### config.mk
export PLATFORM = sky130hd
export DESIGN_NAME = decode_queue
export DESIGN_NICKNAME = d
export VERILOG_FILES = /design/src/rtl/decode_queue.sv
export SDC_FILE = /design/constraint.sdc
export NUM_CORES = 1
export LEC_CHECK = 0
export ABC_AREA = 1
export CAP_MARGIN = 30
export CORE_MARGIN = 3
export CORE_UTILIZATION = 35
export CTS_CLUSTER_DIAMETER = 60
export CTS_CLUSTER_SIZE = 25
export DETAILED_ROUTE_END_ITERATION = 8
export PLACE_DENSITY_LB_ADDON = 0.3
export SETUP_SLACK_MARGIN = 0.5
export SLEW_MARGIN = 20
export SYNTH_ARGS = -nofsm -noshare
export SYNTH_HDL_FRONTEND = slang
export SYNTH_SLANG_ARGS = --single-unit
export TNS_END_PERCENT = 50
### constraint.sdc
create_clock -name CLK -period 8.8 [get_ports CLK]
set_input_delay 2.2 -clock CLK [delete_from_list [all_inputs] [get_ports CLK]]
set_output_delay 2.2 -clock CLK [all_outputs]
set_load 0.05 [all_outputs]
### src/rtl/decode_queue.sv
// Decode stage: MIPS instructions are decoded on entry and held in a circular queue
// of DEPTH entries, with sticky halt, synchronous flush and optional LL/SC support.
module decode_queue #(
  parameter int unsigned DEPTH     = 4,
  parameter bit          ATOMIC_EN = 1'b1
) (
  input  logic                         CLK,
  input  logic                         nRST,
  input  logic                         flush,
  input  logic                         in_valid,
  output logic                         in_ready,
  input  logic [31:0]                  in_instr,
  input  logic [31:0]                  in_pc,
  output logic                         out_valid,
  input  logic                         out_ready,
  output logic [31:0]                  out_instr,
  output logic [31:0]                  out_pc,
  output logic [3:0]                   aluop,
  output logic                         wen,
  output logic                         regdst,
  output logic                         alusrc,
  output logic                         extop,
  output logic                         memtoreg,
  output logic                         dren,
  output logic                         dwen,
  output logic                         brnch_eq,
  output logic                         brnch_ne,
  output logic                         jmp,
  output logic                         jr,
  output logic                         jal,
  output logic                         shift,
  output logic                         lui,
  output logic                         atomic,
  output logic                         halt,
  output logic                         illegal,
  output logic [$clog2(DEPTH+1)-1:0]   count
);

  localparam int unsigned PtrW = $clog2(DEPTH);
  localparam int unsigned CntW = $clog2(DEPTH + 1);

  localparam logic [3:0] AluSll  = 4'd0;
  localparam logic [3:0] AluSrl  = 4'd1;
  localparam logic [3:0] AluAdd  = 4'd2;
  localparam logic [3:0] AluSub  = 4'd3;
  localparam logic [3:0] AluAnd  = 4'd4;
  localparam logic [3:0] AluOr   = 4'd5;
  localparam logic [3:0] AluXor  = 4'd6;
  localparam logic [3:0] AluNor  = 4'd7;
  localparam logic [3:0] AluSlt  = 4'd8;
  localparam logic [3:0] AluSltu = 4'd9;

  typedef struct packed {
    logic [3:0] aluop;
    logic wen, regdst, alusrc, extop, memtoreg, dren, dwen;
    logic brnch_eq, brnch_ne, jmp, jr, jal, shift, lui, atomic, halt, illegal;
  } ctl_t;

  typedef struct packed {
    logic [31:0] instr;
    logic [31:0] pc;
    ctl_t        ctl;
  } entry_t;

  typedef enum logic {StRun, StHalted} state_e;

  entry_t          mem [DEPTH];
  logic [PtrW-1:0] rd_ptr_q, wr_ptr_q;
  logic [CntW-1:0] count_q;
  state_e          state_q;
  ctl_t            dec;
  ctl_t            head_ctl;
  logic            push, pop;

  always_comb begin
    dec = '0;
    if (in_instr != 32'h0) begin
      case (in_instr[31:26])
        6'h00: begin
          dec.wen    = 1'b1;
          dec.regdst = 1'b1;
          case (in_instr[5:0])
            6'h00: begin dec.shift = 1'b1; dec.aluop = AluSll; end
            6'h02: begin dec.shift = 1'b1; dec.aluop = AluSrl; end
            6'h08: begin dec.jr = 1'b1; dec.wen = 1'b0; end
            6'h21: dec.aluop = AluAdd;
            6'h23: dec.aluop = AluSub;
            6'h24: dec.aluop = AluAnd;
            6'h25: dec.aluop = AluOr;
            6'h26: dec.aluop = AluXor;
            6'h27: dec.aluop = AluNor;
            6'h2a: dec.aluop = AluSlt;
            6'h2b: dec.aluop = AluSltu;
            default: begin dec = '0; dec.illegal = 1'b1; end
          endcase
        end
        6'h02: dec.jmp = 1'b1;
        6'h03: begin dec.jal = 1'b1; dec.wen = 1'b1; end
        6'h04: begin dec.brnch_eq = 1'b1; dec.aluop = AluSub; end
        6'h05: begin dec.brnch_ne = 1'b1; dec.aluop = AluSub; end
        6'h09, 6'h0a, 6'h0b: begin
          dec.wen    = 1'b1;
          dec.alusrc = 1'b1;
          dec.extop  = 1'b1;
          dec.aluop  = (in_instr[27:26] == 2'b01) ? AluAdd :
                       (in_instr[27:26] == 2'b10) ? AluSlt : AluSltu;
        end
        6'h0c, 6'h0d, 6'h0e: begin
          dec.wen    = 1'b1;
          dec.alusrc = 1'b1;
          dec.aluop  = (in_instr[27:26] == 2'b00) ? AluAnd :
                       (in_instr[27:26] == 2'b01) ? AluOr : AluXor;
        end
        6'h0f: begin
          dec.wen = 1'b1; dec.alusrc = 1'b1; dec.extop = 1'b1; dec.lui = 1'b1;
          dec.aluop = AluAdd;
        end
        6'h23: begin
          dec.wen = 1'b1; dec.alusrc = 1'b1; dec.extop = 1'b1;
          dec.memtoreg = 1'b1; dec.dren = 1'b1; dec.aluop = AluAdd;
        end
        6'h2b: begin
          dec.alusrc = 1'b1; dec.extop = 1'b1; dec.dwen = 1'b1; dec.aluop = AluAdd;
        end
        6'h30: begin
          if (ATOMIC_EN) begin
            dec.wen = 1'b1; dec.alusrc = 1'b1; dec.extop = 1'b1; dec.memtoreg = 1'b1;
            dec.dren = 1'b1; dec.atomic = 1'b1; dec.aluop = AluAdd;
          end else begin
            dec.illegal = 1'b1;
          end
        end
        6'h38: begin
          if (ATOMIC_EN) begin
            dec.wen = 1'b1; dec.alusrc = 1'b1; dec.extop = 1'b1; dec.memtoreg = 1'b1;
            dec.dwen = 1'b1; dec.atomic = 1'b1; dec.aluop = AluAdd;
          end else begin
            dec.illegal = 1'b1;
          end
        end
        6'h3f: dec.halt = 1'b1;
        default: dec.illegal = 1'b1;
      endcase
    end
  end

  // Readiness depends only on registered state, never on out_ready.
  assign in_ready  = (count_q != CntW'(DEPTH)) && (state_q == StRun);
  assign out_valid = (count_q != '0);
  assign push      = in_valid && in_ready;
  assign pop       = out_valid && out_ready;

  always_ff @(posedge CLK) begin
    if (!nRST || flush) begin
      rd_ptr_q <= '0;
      wr_ptr_q <= '0;
      count_q  <= '0;
      state_q  <= StRun;
    end else begin
      if (push) wr_ptr_q <= wr_ptr_q + PtrW'(1);
      if (pop)  rd_ptr_q <= rd_ptr_q + PtrW'(1);
      if (push && !pop)      count_q <= count_q + CntW'(1);
      else if (pop && !push) count_q <= count_q - CntW'(1);
      if (push && dec.halt) state_q <= StHalted;
    end
  end

  always_ff @(posedge CLK) begin
    if (push) mem[wr_ptr_q] <= '{instr: in_instr, pc: in_pc, ctl: dec};
  end

  assign head_ctl  = out_valid ? mem[rd_ptr_q].ctl : '0;
  assign out_instr = out_valid ? mem[rd_ptr_q].instr : '0;
  assign out_pc    = out_valid ? mem[rd_ptr_q].pc : '0;
  assign count     = count_q;

  assign aluop    = head_ctl.aluop;
  assign wen      = head_ctl.wen;
  assign regdst   = head_ctl.regdst;
  assign alusrc   = head_ctl.alusrc;
  assign extop    = head_ctl.extop;
  assign memtoreg = head_ctl.memtoreg;
  assign dren     = head_ctl.dren;
  assign dwen     = head_ctl.dwen;
  assign brnch_eq = head_ctl.brnch_eq;
  assign brnch_ne = head_ctl.brnch_ne;
  assign jmp      = head_ctl.jmp;
  assign jr       = head_ctl.jr;
  assign jal      = head_ctl.jal;
  assign shift    = head_ctl.shift;
  assign lui      = head_ctl.lui;
  assign atomic   = head_ctl.atomic;
  assign halt     = head_ctl.halt;
  assign illegal  = head_ctl.illegal;

endmodule
==> impl_metrics.toml, run 1 <==
[run_status]
status = "finished, final reports clean"

[synth]
synth_top_family_by_area = "simple AND/OR/NAND/NOR gates"
synthMuxAreaShare_pct = 0
synth_xor_area_share_pct = 0
netlist_instances = 1218
ys_ff_latch = 350
yosysWarnings = 0
synth_simple_gate_area_share_pct = 12.81
synthesis.area_um2 = 14340
synth.avg_cell_area_um2 = 11.77
synth_compound_area_share_pct = 9.792
yosysUniqueCellTypes = 33
synthAdderAreaFrac_pct = 1.012
yosysSeqAreaShare_pct = 72.61
synth_fp_nets = 1298

[floorplan]
num_rows = 73
die_w_um = 208.4
pin_count = 159
die-area_um2 = 43420
initial_core_util_pct = 35.75
die_h_um = 208.4
core_area_um2 = 40100

[clock_tree]
clock_path_buffers = 3
clk_pin_slew_worst_paths_ns = 0.08
cts_buffers = 27
ctsHoldBuffers = 0
insertion_delay_ns = 0.57
cts_sinks = 350
cts_setup_buffers = 0
h-tree-depth = 1
cts_tree = "built"
ctsResizeCount = 0
cts.root.buffer_cell = "clkbuf_16"

[timing]
relSlewSlack_pct = 37.31
fin_crit_sh_pct = 70.27
slew_violations = 0
fin_skew_ns = 0.02353
hold_viol_final = 0
fmax_mhz = 161.7
max_slew.worst_pin.slew_ns = 0.9403
fin_tns_setup_ns = 0
fin_crit_ns = 6.183
rsz0062_at_grt = "false"
finalSetupViolCount = 0

[placed_design]
routabilityCongestion = 0.7911
dp.cells = 1851
port_buffers = 158
place_hpwl_mm = 20.81
placed_area_um2 = 16420

[critical_path]
crit_type = "flop to output pin"
crit_fanout = 46
rr_endpoint = "mem[1][39]"
start_kind = "flop"
r2r_setup_slack_ns = 5.91
crit_arrival_ns = 3.98
ff2ff_path_depth = 6
r2r_start = "count[0]"
end_kind = "output pin"
critPathRequiredTime_ns = 6.60
endpoint = "halt"

[power_and_ir_drop]
vdd_drop_max_mv = 0.1654
power_per_cell_area_nw_per_um2 = 222.1
leakage_uw = 0.006009

[grt]
grt_pass1_wl_mm = 53.88
grt_overflow_total = 0
grt_use_total_pct = 15.73
grt_pass1_vias = 9182
antenna_found_initial = 2
grt_start_max_net_pins = 91

[routing]
drt_iter0_markers = 683
drc = 0
wl_per_cell_um = 18.42
dr.pass1.iters = 5
ant_nets = 0
dr_total_vias = 9349
wl_mm = 35.03
viasPerCell = 4.918

[layout]
postLayoutCellArea_um2 = 17440
nNetsFinal = 1436
nFillCells = 3698
layout.cells.most_common = "nor2_1"
final_layout_size_suffix_gt1_share_pct = 5.669
syn_to_final_growth_pct = 21.65
diodes = 0
final_cell_mix = "380 x nor2_1, 340 x edfxtp_1, 158 x clkdlybuf4s50_1"
final_cells = 1901

[min_path]
hold_path_depth = 2
hp-class = "flop to flop"

[flow_run]
cap_violations = 0
[worst min-delay path by stage]
stage	from	to	slack, ns
3_3_place_gp	wr_ptr_q[0]	wr_ptr_q[0]	0.50
5_1_grt	wr_ptr_q[0]	wr_ptr_q[0]	0.57
3_5_place_dp	state_q	state_q	0.51
4_1_cts	state_q	state_q	0.53
6_report	state_q	state_q	0.51
2_1_floorplan	state_q	state_q	0.45
[cells by family after synthesis]
kind of cell | Yosys count
simple gates | 464
fa+ha+maj | 11
buf+inv | 116
compound gates | 277
flops | 350
[report_power, final]
part | internal [uW] | switching, uW
clock | 711 | 626
combinational | 187 | 443
sequential | 1890 | 20.5
total | 2780 | 1090
[metrics by stage]
step / setup slack (ns) / total power [uW] / util [%] / hold slack [ns]
final: 2.617 / 3873 / 43.50 / 0.5130
after global routing: 2.333 / 4025 / 43.50 / 0.5677
after CTS: 2.298 / 3921 / 43.43 / 0.5300
after detailed placement: 2.927 / 2580 / 40.96 / 0.5129
after global placement: 2.961 / 2574 / 40.79 / 0.4957
after floorplan: 2.358 / 2341 / - / 0.4509
[critical path, stage by stage (launching register included)]
cell             delay (ns)
dfxtp_4                0.67
clkinv_2               0.70
buf_4                  0.56
nor2_1                 0.18
o21ai_1                0.07
a21oi_1                0.30
clkdlybuf4s50_1        0.87
[cell usage after synthesis (all sizes together)]
master	number	share of area, %
nor3	7	0.32
fa	1	0.14
nand4	2	0.087
o22ai	1	0.044
dfxtp	10	1.4
o21ai	177	6.2
nand2	33	0.86
a21boi	1	0.052
ha	10	0.87
buf	41	1.7
a211oi	2	0.10
o21a	1	0.052
o211ai	2	0.10
or2	1	0.044
edfxtp	340	71
a21oi	92	3.2
clkbuf	24	0.72
a31oi	1	0.044
nor2	386	10
inv	51	1.4
nand3b	4	0.24
nand3	29	1.0
nor3b	2	0.10
[final cells by class]
class | count | area [um2] | area share, %
sequential | 350 | 10420 | 59.73
multi-input combinational | 752 | 3416 | 19.59
timing repair buffer | 174 | 1767 | 10.13
clock buffer | 28 | 679.4 | 3.896
tap | 525 | 656.9 | 3.766
clock inverter | 21 | 309.0 | 1.772
inverter | 51 | 195.2 | 1.119
[sequential cells by signal, summed over array words and instances, names as in the netlist, named ones only]
signal and count:
rd_ptr_q 2, count 3, state_q 1, mem 340, wr_ptr_q 2
[per-layer routing]
layer  vias up  global-route usage [%]  part of all wire, %
li1       4540                       -                    -
met1      4506                   21.68                   45
met2       252                   26.23                   48
met3        47                   2.729                  5.5
met4         4                   3.464                  2.0
met5         -                       0                0.077
Power figures use the tool's default switching activity.
==> run 2, diff against run 1 <==
==> constraint.sdc (replaced) <==
create_clock -name CLK -period 5.9 [get_ports CLK]
set_input_delay 1.475 -clock CLK [delete_from_list [all_inputs] [get_ports CLK]]
set_output_delay 1.475 -clock CLK [all_outputs]
set_load 0.05 [all_outputs]
==> run 2 against run 1 <==
  * Setup slack worse by 1.6 ns
  * Clock power is 60% higher
  * Critical endpoint is now out_pc[2]
  * Non-clock buffer count is 1 lower
  * Critical path depth stayed put
  * Sequential share of layout area is 0.28 points lower
  * Largest cell class unchanged
  * Die area stayed put
  * Critical path type unchanged
  * Count of clock-buffer cells in the layout is 7 higher
  * Sequential power is 49% higher
  * Wire length is 1.1% higher
  * Via count is 0.67% higher
  * Sequential cell count stayed put
  * Hold slack better by 0.0066 ns
==> impl_metrics.toml, run 2 (same netlist as run 1, synthesis figures left out) <==
[layout]
largest_register_ffs = 340
layout.cells.most_common = "nor2_1"
final_cells = 1908
top_register = "mem"
final_cell_mix = "380 x nor2_1, 340 x edfxtp_1, 158 x clkdlybuf4s50_1"
syn_to_final_growth_pct = 22.23
nNetsFinal = 1438
final_layout_size_suffix_gt1_share_pct = 5.933

[min_path]
worstHoldStart = "state_q"
hold_path_depth = 2
min_to = "state_q"
hp-class = "flop to flop"

[placed_design]
routabilityCongestion = 0.8077
dp.cells = 1851
post-place-ws_ns = 1.539
port_buffers = 158
place_hpwl_mm = 20.80

[timing]
finalWorstSetupSlack_ns = 1.019
max_slew.worst_pin.slew_ns = 0.9624
finalSetupViolCount = 0
slew_violations = 0
fin_crit_sh_pct = 82.74
hold_ws_ns = 0.5196
fin_crit_ns = 4.882
fin_skew_ns = 0.02681
hold_viol_final = 0
rsz0062_at_grt = "false"
relSlewSlack_pct = 35.84
fin_tns_setup_ns = 0
fmax_mhz = 204.9

[clock_tree]
h-tree-depth = 1
cts_tree = "built"
cts_buffers = 30
cts.root.buffer_cell = "clkbuf_16"
cts_sinks = 350
cts_setup_buffers = 0
ctsResizeCount = 0
ctsHoldBuffers = 0
clock_path_buffers = 3
clk_pin_slew_worst_paths_ns = 0.08
insertion_delay_ns = 0.58

[critical_path]
crit_fanout = 108
critPathRequiredTime_ns = 4.43
rr_endpoint = "count[2]"
end_kind = "output pin"
crit_type = "flop to output pin"
r2r_start = "count[2]"
r2r_setup_slack_ns = 3.31
start_kind = "flop"
crit_arrival_ns = 3.41
ff2ff_path_depth = 12

[run_status]
status = "finished, final reports clean"

[power_and_ir_drop]
vdd_drop_max_mv = 0.2461
leakage_uw = 0.006070
power_per_cell_area_nw_per_um2 = 338.1

[floorplan]
pin_count = 159
core_area_um2 = 40100
die_h_um = 208.4
initial_core_util_pct = 35.75
die_w_um = 208.4
die-area_um2 = 43420
num_rows = 73

[routing]
wl_mm = 35.40
wl_per_cell_um = 18.55
ant_nets = 0
viasPerCell = 4.933
drt_iter0_markers = 596
dr_total_vias = 9412
dr.pass1.iters = 5
drc = 0

[grt]
antenna_found_initial = 2
grt_use_total_pct = 15.87
grt_start_max_net_pins = 151
grt_overflow_total = 0
grt_pass1_vias = 9185
grt_pass1_wl_mm = 54.65

[flow_run]
cap_violations = 0
run 2: changes by cell type in the layout (fill, tap and decap cells not counted), moves of 2 or more:
| cell | previous run | this run |
|---|---|---|
| clkinvlp_4 | 3 | 0 |
| clkinv_2 | 2 | 4 |
| clkbuf_16 | 27 | 31 |
| clkbuf_8 | 0 | 2 |
| buf_16 | 2 | 0 |
run 2: metrics by stage:
step	utilization [%]	instance area, um2	power (uW)
floorplan	-	14340	3492
global placement	40.94	16420	3842
detailed placement	40.94	16420	3845
CTS	43.70	17520	5993
global route	43.70	17520	6141
finish	43.70	17520	5925
run 2: worst max-delay path by stage:
stage              from            end  slack [ns]  depth (start not counted)
2_1_floorplan  in_valid      mem[0][0]        0.18                          2
3_3_place_gp       flop  out_instr[31]        1.53                          6
3_5_place_dp       flop  out_instr[31]        1.54                          6
4_1_cts            flop  out_instr[31]        0.89                          6
5_1_grt            flop   out_instr[8]        0.76                          5
6_report           flop      out_pc[2]        1.02                          6
run 2: area by class of cell:
| class | count | area, um2 |
|---|---|---|
| Fill cell | 3695 | 22570 |
| Sequential cell | 350 | 10420 |
| Multi-Input combinational cell | 752 | 3416 |
| Timing Repair Buffer | 173 | 1732 |
| Clock buffer | 35 | 810.8 |
| Tap cell | 525 | 656.9 |
| Clock inverter | 21 | 292.8 |
| Inverter | 51 | 195.2 |
| Antenna cell | 1 | 2.502 |
run 2: where the power goes:
group	internal (uW)	leakage (uW)	switching, uW	total, uW
logic	276	0.00223	659	934
clock network	1170	0.000542	978	2150
registers	2820	0.00330	29.2	2840
run 2: layer usage:
layer | wire, um | up-vias | GRT usage (%)
met5 | 11 | - | 0
met4 | 539 | 2 | 2.953
met3 | 1769 | 43 | 2.654
met2 | 16500 | 245 | 25.58
met1 | 16580 | 4579 | 22.95
li1 | - | 4543 | -
run 2: worst max-delay path: stages (launching register included):
cell and delay [ns]:
dfxtp_4 0.85, buf_12 0.47, nor2_1 0.10, nor2_1 0.10, o21ai_0 0.09, a21oi_1 0.27, clkdlybuf4s50_1 0.86
==> run 3, diff against run 2 <==
==> constraint.sdc (replaced) <==
create_clock -name CLK -period 4.1 [get_ports CLK]
set_input_delay 1.025 -clock CLK [delete_from_list [all_inputs] [get_ports CLK]]
set_output_delay 1.025 -clock CLK [all_outputs]
set_load 0.05 [all_outputs]
==> run 3 against run 2 <==
  * Final cell count grew 0.21%
  * Register-to-register slack worse by 1.9 ns
  * Clock skew is 0.0081 ns lower
  * Design area increased by 4.8%
  * Sequential power grew 44%
  * Hold slack better by 0.0012 ns
  * Die area did not move
  * Sequential share of layout area fell by 2.7 points
  * Highest routed layer unchanged
  * Setup slack worse by 0.35 ns
  * Utilization increased by 2.1 points
==> impl_metrics.toml, run 3 (same netlist as run 1, synthesis figures left out) <==
[grt]
antenna_found_initial = 2
grt_pass1_vias = 9307
grt_overflow_total = 0
grt_use_total_pct = 15.74
grt_start_max_net_pins = 103
grt_pass1_wl_mm = 54.29

[layout]
nFillCells = 3563
fin_util_pct = 45.78
syn_to_final_growth_pct = 28.05
final_cell_mix = "380 x nor2_1, 340 x edfxtp_1, 101 x o21ai_1"
nNetsFinal = 1443
layout.cells.most_common = "nor2_1"
diodes = 0
multi_input_area_um2 = 3416
top_register = "mem"
largest_register_ffs = 340
ff_latch_area_um2 = 10420
final_layout_size_suffix_gt1_share_pct = 12.55

[timing]
fin_tns_setup_ns = 0
fmax_mhz = 291.2
max_slew.worst_pin.slew_ns = 0.6550
rsz0062_at_grt = "true"
relSlewSlack_pct = 56.00
fin_crit_ns = 3.434
hold_viol_final = 0
fin_crit_sh_pct = 83.75
fin_skew_ns = 0.01871
finalSetupViolCount = 0
slew_violations = 0

[power_and_ir_drop]
p_total_uw = 8708
power_per_cell_area_nw_per_um2 = 474.3
leakage_uw = 0.006474
vdd_drop_max_mv = 0.2831

[routing]
dr_total_vias = 9491
wl_mm = 35.00
dr.pass1.iters = 5
drc = 0
viasPerCell = 4.964
drt_iter0_markers = 595
wl_per_cell_um = 18.30
ant_nets = 0

[floorplan]
die_w_um = 208.4
core_area_um2 = 40100
pin_count = 159
num_rows = 73
initial_core_util_pct = 35.75
die_h_um = 208.4
die-area_um2 = 43420

[clock_tree]
cts_sinks = 350
h-tree-depth = 1
cts_tree = "built"
clock_path_buffers = 3
cts_buffers = 30
cts.root.buffer_cell = "clkbuf_16"
cts_setup_buffers = 0
clk_pin_slew_worst_paths_ns = 0.07
insertion_delay_ns = 0.57

[run_status]
status = "finished, final reports clean"

[critical_path]
crit_arrival_ns = 2.41
end_kind = "output pin"
crit_fanout = 69
start_kind = "flop"
critPathRequiredTime_ns = 3.07
crit_type = "flop to output pin"

[placed_design]
place_hpwl_mm = 20.78
port_buffers = 158
routabilityCongestion = 0.7859

[min_path]
hp-class = "flop to flop"

[flow_run]
cap_violations = 0
[run 3: cell types whose count changed in the layout (fill, tap and decap cells not counted), sizes merged]
cell,before,now
clkdlybuf4s50,158,73
bufinv,3,0
clkinvlp,0,4
clkinv,11,10
clkbuf,35,31
buf,15,105
inv,58,62
diode,1,0
[run 3: per-stage QoR]
| stage | hold WS, ns | instance area, um2 | std cells | setup WS (ns) |
|---|---|---|---|---|
| final | 0.5208 | 18360 | 1912 | 0.6664 |
| after floorplan | 0.4509 | 14350 | 1218 | 0.2301 |
| after detailed placement | 0.5083 | 17270 | 1856 | 0.8869 |
| after global placement | 0.5007 | 17270 | 1856 | 0.8672 |
| after global routing | 0.5694 | 18360 | 1912 | 0.4966 |
| after CTS | 0.5207 | 18350 | 1912 | 0.5156 |
[run 3: worst paths after layout]
kind	from	end	slack, ns	cells after the start
setup / recovery	flop	out_pc[0]	0.67	5
hold reg to reg	wr_ptr_q[0]	wr_ptr_q[0]	0.52	2
hold / removal	wr_ptr_q[0]	wr_ptr_q[0]	0.52	2
setup reg to reg	count[2]	count[2]	1.40	12
[run 3: area by class of cell]
cell class	instances	share of cell area, %
multi-input cells	752	18.61
repair buffers	178	14.17
flip-flops and latches	350	56.75
well taps	525	3.578
inverters	51	1.084
clock buffers	31	4.226
clock inverters	25	1.588
[run 3: timing repair]
action | in CTS | in global routing
endpoints found under the setup margin | 79 | 37
hold buffers | 0 | 0
resized for setup | 3 | 4
[run 3: per-layer routing]
metal / global-route usage, % / routed length, um / vias up
li1: - / - / 4557
met5: 0 / 29 / -
met3: 2.729 / 1981 / 60
met2: 26.01 / 16630 / 250
met1: 21.53 / 15480 / 4620
met4: 4.418 / 883 / 4
[run 3: worst max-delay path: stages, from the launching register on]
cell and delay (ns):
dfxtp_4 0.38, inv_4 0.36, buf_12 0.35, o21ai_0 0.15, a21oi_1 0.38, buf_12 0.19
[run 3: power breakdown]
| group | total (uW) | internal (uW) | switching (uW) |
|---|---|---|---|
| Clock | 2970 | 1490 | 1480 |
| Sequential | 4080 | 4050 | 32.3 |
| Combinational | 1660 | 630 | 1030 |
